===== src/rtl/fetch_stage.sv =====
// Instruction-fetch front end: PC register, synchronous imem reads, 2-entry in-order buffer to decode.
// Latency: issue at N, imem data at N+1, instr_valid at N+2; 1 instr/cycle sustained with instr_ready high.
// Backpressure: a credit check (buffered + in-flight - popped < 2) stops issue, so the buffer never overflows.
//
// Ports:
//   clk, rst                         rising-edge clock, asynchronous active-high reset
//   imem_req / imem_addr             word read request and its address (current fetch PC)
//   imem_rdata                       read data, one cycle after imem_req
//   redirect / redirect_pc           flush everything and restart fetch at redirect_pc (low 2 bits dropped)
//   instr_valid / instr_ready        buffer-head handshake with decode
//   instr / instr_pc / instr_pc4     head word, its PC and PC+4

// Generic synchronous FIFO with single-cycle flush.
// Latency: a push is visible at the head on the next cycle; head is combinational from storage.
// Backpressure: pop on empty is ignored; push on full is accepted only alongside a pop.
module fetch_fifo #(
    parameter int WIDTH = 8,
    parameter int DEPTH = 2
) (
    input  logic                         clk,
    input  logic                         rst,
    input  logic                         flush,
    input  logic                         push_vld,
    input  logic [WIDTH-1:0]             push_dat,
    input  logic                         pop,
    output logic                         head_vld,
    output logic [WIDTH-1:0]             head_dat,
    output logic [$clog2(DEPTH+1)-1:0]   count
);
    localparam int PW = (DEPTH > 1) ? $clog2(DEPTH) : 1;
    localparam int CW = $clog2(DEPTH + 1);

    logic [WIDTH-1:0] mem [DEPTH];
    logic [PW-1:0]    rd_ptr;
    logic [PW-1:0]    wr_ptr;
    logic [CW-1:0]    cnt;
    logic             do_push;
    logic             do_pop;

    function automatic logic [PW-1:0] bump(input logic [PW-1:0] p);
        return (p == PW'(DEPTH - 1)) ? '0 : p + PW'(1);
    endfunction

    assign do_pop  = pop & (cnt != '0);
    assign do_push = push_vld & ((cnt != CW'(DEPTH)) | do_pop);

    always_ff @(posedge clk or posedge rst) begin
        if (rst) begin
            rd_ptr <= '0;
            wr_ptr <= '0;
            cnt    <= '0;
            // Storage is cleared too so the head reads as zero straight out of reset.
            for (int i = 0; i < DEPTH; i++) begin
                mem[i] <= '0;
            end
        end else if (flush) begin
            rd_ptr <= '0;
            wr_ptr <= '0;
            cnt    <= '0;
        end else begin
            if (do_push) begin
                mem[wr_ptr] <= push_dat;
                wr_ptr      <= bump(wr_ptr);
            end
            if (do_pop) begin
                rd_ptr <= bump(rd_ptr);
            end
            case ({do_push, do_pop})
                2'b10:   cnt <= cnt + CW'(1);
                2'b01:   cnt <= cnt - CW'(1);
                default: cnt <= cnt;
            endcase
        end
    end

    assign head_vld = (cnt != '0);
    assign head_dat = mem[rd_ptr];
    assign count    = cnt;
endmodule

module fetch_stage #(
    parameter int                    ADDR_WIDTH = 32,
    parameter int                    DATA_WIDTH = 32,
    parameter logic [ADDR_WIDTH-1:0] RESET_PC   = '0
) (
    input  logic                  clk,
    input  logic                  rst,
    output logic                  imem_req,
    output logic [ADDR_WIDTH-1:0] imem_addr,
    input  logic [DATA_WIDTH-1:0] imem_rdata,
    input  logic                  redirect,
    input  logic [ADDR_WIDTH-1:0] redirect_pc,
    output logic                  instr_valid,
    input  logic                  instr_ready,
    output logic [DATA_WIDTH-1:0] instr,
    output logic [ADDR_WIDTH-1:0] instr_pc,
    output logic [ADDR_WIDTH-1:0] instr_pc4
);
    typedef struct packed {
        logic [DATA_WIDTH-1:0] instr;
        logic [ADDR_WIDTH-1:0] pc;
        logic [ADDR_WIDTH-1:0] pc4;
    } entry_t;

    logic [ADDR_WIDTH-1:0] fpc;
    logic [ADDR_WIDTH-1:0] rsp_pc;
    logic                  inflight;
    logic [1:0]            count;
    logic                  pop;
    logic                  push;
    logic                  issue;
    logic [2:0]            used;
    logic [2:0]            limit;
    entry_t                push_ent;
    entry_t                head_ent;
    logic                  unused_rpc_lsb;

    // Target is forced word-aligned, so the low two bits are deliberately ignored.
    assign unused_rpc_lsb = ^redirect_pc[1:0];

    assign pop  = instr_valid & instr_ready;
    // A response arriving in a redirect cycle belongs to the old stream.
    assign push = inflight & ~redirect;

    // Credit check "count + inflight - pop < 2", rearranged to avoid an unsigned subtraction.
    assign used  = {1'b0, count} + {2'b00, inflight};
    assign limit = 3'd2 + {2'b00, pop};
    assign issue = ~rst & ~redirect & (used < limit);

    assign imem_req  = issue;
    assign imem_addr = fpc;

    always_ff @(posedge clk or posedge rst) begin
        if (rst) begin
            fpc      <= RESET_PC;
            rsp_pc   <= '0;
            inflight <= 1'b0;
        end else if (redirect) begin
            fpc      <= {redirect_pc[ADDR_WIDTH-1:2], 2'b00};
            inflight <= 1'b0;
        end else begin
            inflight <= issue;
            if (issue) begin
                fpc    <= fpc + ADDR_WIDTH'(4);
                rsp_pc <= fpc;
            end
        end
    end

    // PC+4 is stored with the entry so the head outputs are all zero out of reset.
    always_comb begin
        push_ent       = '0;
        push_ent.instr = imem_rdata;
        push_ent.pc    = rsp_pc;
        push_ent.pc4   = rsp_pc + ADDR_WIDTH'(4);
    end

    fetch_fifo #(
        .WIDTH ($bits(entry_t)),
        .DEPTH (2)
    ) u_buf (
        .clk      (clk),
        .rst      (rst),
        .flush    (redirect),
        .push_vld (push),
        .push_dat (push_ent),
        .pop      (pop),
        .head_vld (instr_valid),
        .head_dat (head_ent),
        .count    (count)
    );

    assign instr     = head_ent.instr;
    assign instr_pc  = head_ent.pc;
    assign instr_pc4 = head_ent.pc4;

`ifndef SYNTHESIS
    // The credit check must keep a response from ever landing on a full buffer.
    a_no_push_full: assert property (@(posedge clk) disable iff (rst) push |-> (count != 2'd2));
`endif
endmodule


===== config.mk =====
export PLATFORM = sky130hd
export DESIGN_NAME = fetch_stage
export DESIGN_NICKNAME = d
export VERILOG_FILES = /design/src/rtl/fetch_stage.sv
export SDC_FILE = /design/constraint.sdc
export NUM_CORES = 1
export LEC_CHECK = 0
export CAP_MARGIN = 20
export CORE_MARGIN = 4
export CORE_UTILIZATION = 25
export DETAILED_ROUTE_END_ITERATION = 8
export PLACE_DENSITY = 0.52
export SKIP_CTS_REPAIR_TIMING = 1
export SLEW_MARGIN = 40
export SYNTH_ARGS = -nofsm -noshare
export SYNTH_HDL_FRONTEND = slang
export SYNTH_HIERARCHICAL = 1
export SYNTH_SLANG_ARGS = --single-unit
export TNS_END_PERCENT = 50

===== constraint.sdc =====
create_clock -name clk -period 7.95 [get_ports clk]
set_input_delay 1.1925 -clock clk [delete_from_list [all_inputs] [get_ports clk]]
set_output_delay 1.1925 -clock clk [all_outputs]
set_load 0.05 [all_outputs]

* Word-level counts from Yosys, hierarchy flattened
Cells that the tools add are included.
W data, S select, Z words.
** Storage, ports and cells
- Output and inout port bits :: 130
- Input bits :: 68
- Logic and storage cells :: 59
- Bits in registers :: 261
** Cells by class
- Equal/unequal tests :: 3
- Reduce and logical (&&, ||, !) cells :: 8
- Add/subtract/negate cells :: 8
- Magnitude comparators :: 4
- Muxes and demuxes :: 17
- Bitwise operators :: 11
** Operators by type and width (count)
- $mux W96 :: 4
- $bwmux W192 :: 1
- $demux W96 S1 :: 1
- $add A32 B3 Y32 const B :: 2
- $mux W32 :: 2
- $reduce_bool A2 Y1 :: 4
- $mux W1 :: 7
- $and A1 B1 Y1 :: 6
- $ge A2 B2 Y1 const B :: 2
- $not A1 Y2 :: 2
- $pmux W2 S2 :: 1
- $reduce_and A2 Y1 :: 2
- $add A2 B1 Y3 :: 1
- $add A2 B1 Y3 const A :: 1
- $lt A3 B3 Y1 :: 1
- $reduce_bool A3 Y1 :: 1
- $add A1 B1 Y1 const B :: 2
- $add A2 B1 Y2 const B :: 1
- $eq A2 B1 Y1 const B :: 1
- $eq A2 B2 Y1 const B :: 1
- $lt A2 B1 Y1 const B :: 1
- $mux W2 :: 1
- $ne A2 B2 Y1 const B :: 1
- $not A1 Y1 :: 2
- 3 further kinds :: 3

* Longest topological paths before layout
- Depth in word-level cells :: 8
- Gate-level depth with buffers :: 8
- Depth with buffers taken out :: 7

* Cells and area by module
Netlist, hierarchy kept.
** Modules (own cells, without submodules)
- fetch_fifo :: cells an instance 538, times used 1, seq. area each 4904.7 um^2, area each 8560.7 um^2
- fetch_stage :: cells an instance 347, times used 1, seq. area each 1526.5 um^2, area each 3473.3 um^2

* Worst setup path before layout
Ideal clock, no wire load.
- Path kind :: input to output
- Start point :: input instr_ready
- End point :: output imem_req
- Buffers on the path :: 0
- Stages on the path :: 3
- Arrival :: 2115 ps
- Slack :: 4643 ps
- Required time :: 6758 ps
- Cells stage by stage :: nand3b_4 -> a211oi_2 -> and2_1
** On the way
- Cells in the longest elaborated chain, start to end :: 4
** RTL lines
- start: declaration :: line 94 : input logic instr_ready,
- $and A1 B1 Y1 :: line 121 : assign pop = instr_valid & instr_ready;
- $add A2 B1 Y3 :: line 127 : assign limit = 3'd2 + {2'b00, pop};
- $lt A3 B3 Y1 :: line 128 : assign issue = ~rst & ~redirect & (used < limit);
- $and A1 B1 Y1 :: line 128
- end: declaration :: line 88 : output logic imem_req,
No other way between the ends.

* Worst setup path after layout
- Start point :: input rst
- End point :: output imem_req
** On the way
- Cells in the longest elaborated chain, start to end :: 3
** RTL lines
- start: declaration :: line 87 : input logic rst,
- $not A1 Y1 :: line 128
- $and A1 B1 Y1 (2 in a row) :: line 128
No other way between the ends.

==> summary.md <==
| Metric | Value |
|---|---|
| CTS Buffer Depth | 3 |
| DRC viols | 0 |
| Final ANT Viol Nets | 0 |
| Crit-path max FO | 5 |
| Area of the die | 0.0517 sq mm |
| Layout cells sized above 1 | 33.0% |
| Synth area leaders | dfrtp_1, mux2_2, mux2_4 |
| Die H | 227 um |
| Htree depth | 1 |
| Core area | 0.0476 sq mm |
| Crit path kind | primary input to output port |
| Slew @ Worst Pin | 727 ps |
| Port bufs | 193 |
| Vias | 7588 |
| Global Route Usage Sum | 11.8% |
| Netlist Area Pre-Place | 0.0120 sq mm |
| Diode count | 0 |
| Core Util, Final | about a third |
| Post-synthesis async set-or-reset flop share | 100% |
| R2R Path Start | u_buf/count[1] |
| Die width | 227 um |
| Root buf cell | clkbuf_16 |
| Fin. Hold Viols | 0 |
| Detailed placer's ending HPWL | 21100 um |
| Number of synthesized register bits | 257 |
| Relative slew margins | 51.5% |
| Routability congestion estimate | 0.735 |
| CTS tree | built |
| P per Cell Area | 305 mW/mm^2 |
| Post-synth EDFFs | 0 |
| Primary FF master, synth | dfrtp_1 |
| Period utilisation layout | a little under three fifths |
| Cell Rows | 80 |
| Num CTS Buffers | 31 |
| Worst r2r dst | u_buf/mem[189] |
| Hold Startpoint | u_buf/mem[16] |
| Multi-input gate area | 0.00536 sq mm |
| Placed Cells | between 1.5k and 2k |
| R2R setup slack | roughly 4400 ps |
| DR vias/cell | around 4.4 |
| First-pass GRT wire length | 48500 um |
| Yosys top cell area share | 53.4% |
| Pins Over Slew Limit | 0 |
| Pin count of the biggest net entering global routing | 136 |
| Yosys top cell by area | dfrtp_1 |
| Later-pin clock latency in the skew report | 570 ps |
| Effective utilization at floorplan | 25.3% |
| WHS Path Cells | 1 |
| LEAKAGE | 6.77 nW |
| I/O pin count | 198 |
| Hold Crit Class | register to register |
| Worst VDD drop | between 150 and 200 uV |
| First drt pass iteration count | 4 |
| Clock Skew | 18.1 ps |
| WP data required | 6760 ps |
| Reg2reg path depth | 7 |
| Tmin final | 4570 ps |
| Yosys cell types | 42 |
| Gr ovfl total | 0 |
| Seq/Total Area, Yosys | 53.4% |
| Yosys warnings | 6 |
| # nets final | 1156 |
| Routed WL | 30800 um |
| Routed len/inst | 17.9 um |
| Mapped Cells | 885 |
| Fin cells | 1718 |
| # clock sinks | about 260 |
| Synth Area per Inst | around 14 sq um |
| Fillers | around 4.8k |
| Hold endpoint | u_buf/mem[16] |
| Status | finished, final reports clean |
| Synth-to-Final Area Change | 30.1% |
| Iter 0 DRT Violations | 220 |
| Vias in the first global route | 8229 |
| FF+latch area | 0.00643 sq mm |
| WP data arrival | about 3400 ps |
| Initial antenna violation count | 0 |
| Setup_tns | 0 ps |
| Worst hold margin | 497 ps |
| RSZ-0062 raised after global routing | no |
| Setup violators final | 0 |
| Worst-path clk slew | 50 ps |
| Worst Setup Start Kind | primary input |
| Upper clock frequency limit | around 220 MHz |
| Max-cap viol count | 0 |
| Worst Setup End Kind | output port |
## stage by stage
stage / total power, mW / setup WS (ps) / instance area, sq um
after floorplan: 2.87 / 1420 / 12100
after global placement: 3.41 / 3330 / 14600
after detailed placement: 3.44 / 3360 / 14700
after CTS: 4.87 / 3330 / 15600
after global routing: 5.03 / 3260 / 15700
final: 4.78 / 3380 / 15700
## placed cells by master (no fill, tap or decap), types with 2 or more instances in the layout
cell type        instances
clkdlybuf4s50_1        192
xor2_1                  37
a2111oi_4                2
bufinv_16                2
inv_1                    4
buf_12                   2
clkbuf_16               31
dfrtp_1                256
nand3_1                 27
mux2_2                 261
nand2_1                 50
mux2_1                  27
o21ai_0                  3
mux2_4                  29
o21ai_1                 30
clkinv_2                 4
and3_1                  10
nand4_1                 19
mux2i_1                  2
conb_1                  10
buf_4                    8
nor2b_1                  3
nor3_1                   4
inv_6                    2
nor4_2                   2
ha_1                     4
xnor2_1                 20
clkbuf_1                 5
buf_6                    2
nor2_1                  16
and2_1                  10
clkbuf_8                 7
nand2b_1                 2
## routing by layer
layer	GRT usage, %	wire (um)	vias up
met5	0	0	-
met4	2.99	628	0
met3	2.98	1920	43
met2	17.8	13300	191
met1	17.0	14900	3833
li1	-	-	3521
## layout make-up
| class | instances | area share [%] |
|---|---|---|
| Clock inverter | 9 | 0.672 |
| Tap cell | 615 | 4.92 |
| Inverter | 7 | 0.248 |
| Sequential cell | 257 | 41.1 |
| Multi-Input combinational cell | 582 | 34.3 |
| Timing Repair Buffer | 205 | 13.1 |
| Clock buffer | 43 | 5.69 |
## how the worst max path moves through the flow
stage | end | slack, ps | start | cells past startpoint
after global routing | instr_pc4[26] | 3260 | u_buf/rd_ptr | 4
after CTS | instr_pc4[10] | 3330 | u_buf/rd_ptr | 4
final | imem_req | 3380 | rst | 4
after detailed placement | imem_req | 3360 | rst | 4
after global placement | u_buf/mem[188] | 3330 | instr_ready | 6
after floorplan | u_buf/count[0] | 1420 | rst | 1
## where the power goes
group	leakage (nW)	switching, mW	internal [mW]
logic	3.01	0.949	0.673
clock network	0.491	0.550	0.837
registers	3.27	0.197	1.57
## logic make-up (layout without fill, tap and decap cells)
| logic type | count (synthesis) | in the layout | synth area share, % |
|---|---|---|---|
| mux | 319 | 319 | 30.7 |
| flops | 257 | 257 | 53.4 |
| simple gates | 153 | 153 | 6.77 |
| xor+xnor | 57 | 57 | 4.15 |
| buf+inv | 55 | 264 | 2.36 |
| compound gates | 39 | 39 | 2.10 |
| fa+ha+maj | 4 | 4 | 0.416 |
| other cells | 1 | 10 | 0.0312 |
## synthesized netlist by cell type, types with 2 or more instances
library cell and count:
o21ai_1 30, nand2_1 50, nand2b_1 2, and2_1 10, a2111oi_4 2, mux2_1 27
mux2_2 261, nand4_1 19, buf_2 14, nor2_1 16, nor4_2 2, nand3_1 27
o21ai_0 3, mux2_4 29, and3_1 10, clkbuf_1 22, buf_6 4, dfrtp_1 257
nor3_1 4, nor2b_1 3, mux2i_1 2, inv_1 6, ha_1 4, xnor2_1 20
buf_4 8, xor2_1 37
## critical path, stage by stage
cell and delay [ps]:
clkdlybuf4s50_1 690, a211oi_2 500, and2_1 190, clkdlybuf4s50_1 800
## sequential cells by signal, indices dropped and copies added, names as in the netlist
signal	cells
inflight	1
imem_addr	30
u_buf/count	2
rsp_pc	30
u_buf/mem	192
u_buf/wr_ptr	1
u_buf/rd_ptr	1
(Power assumes the default switching activity.)
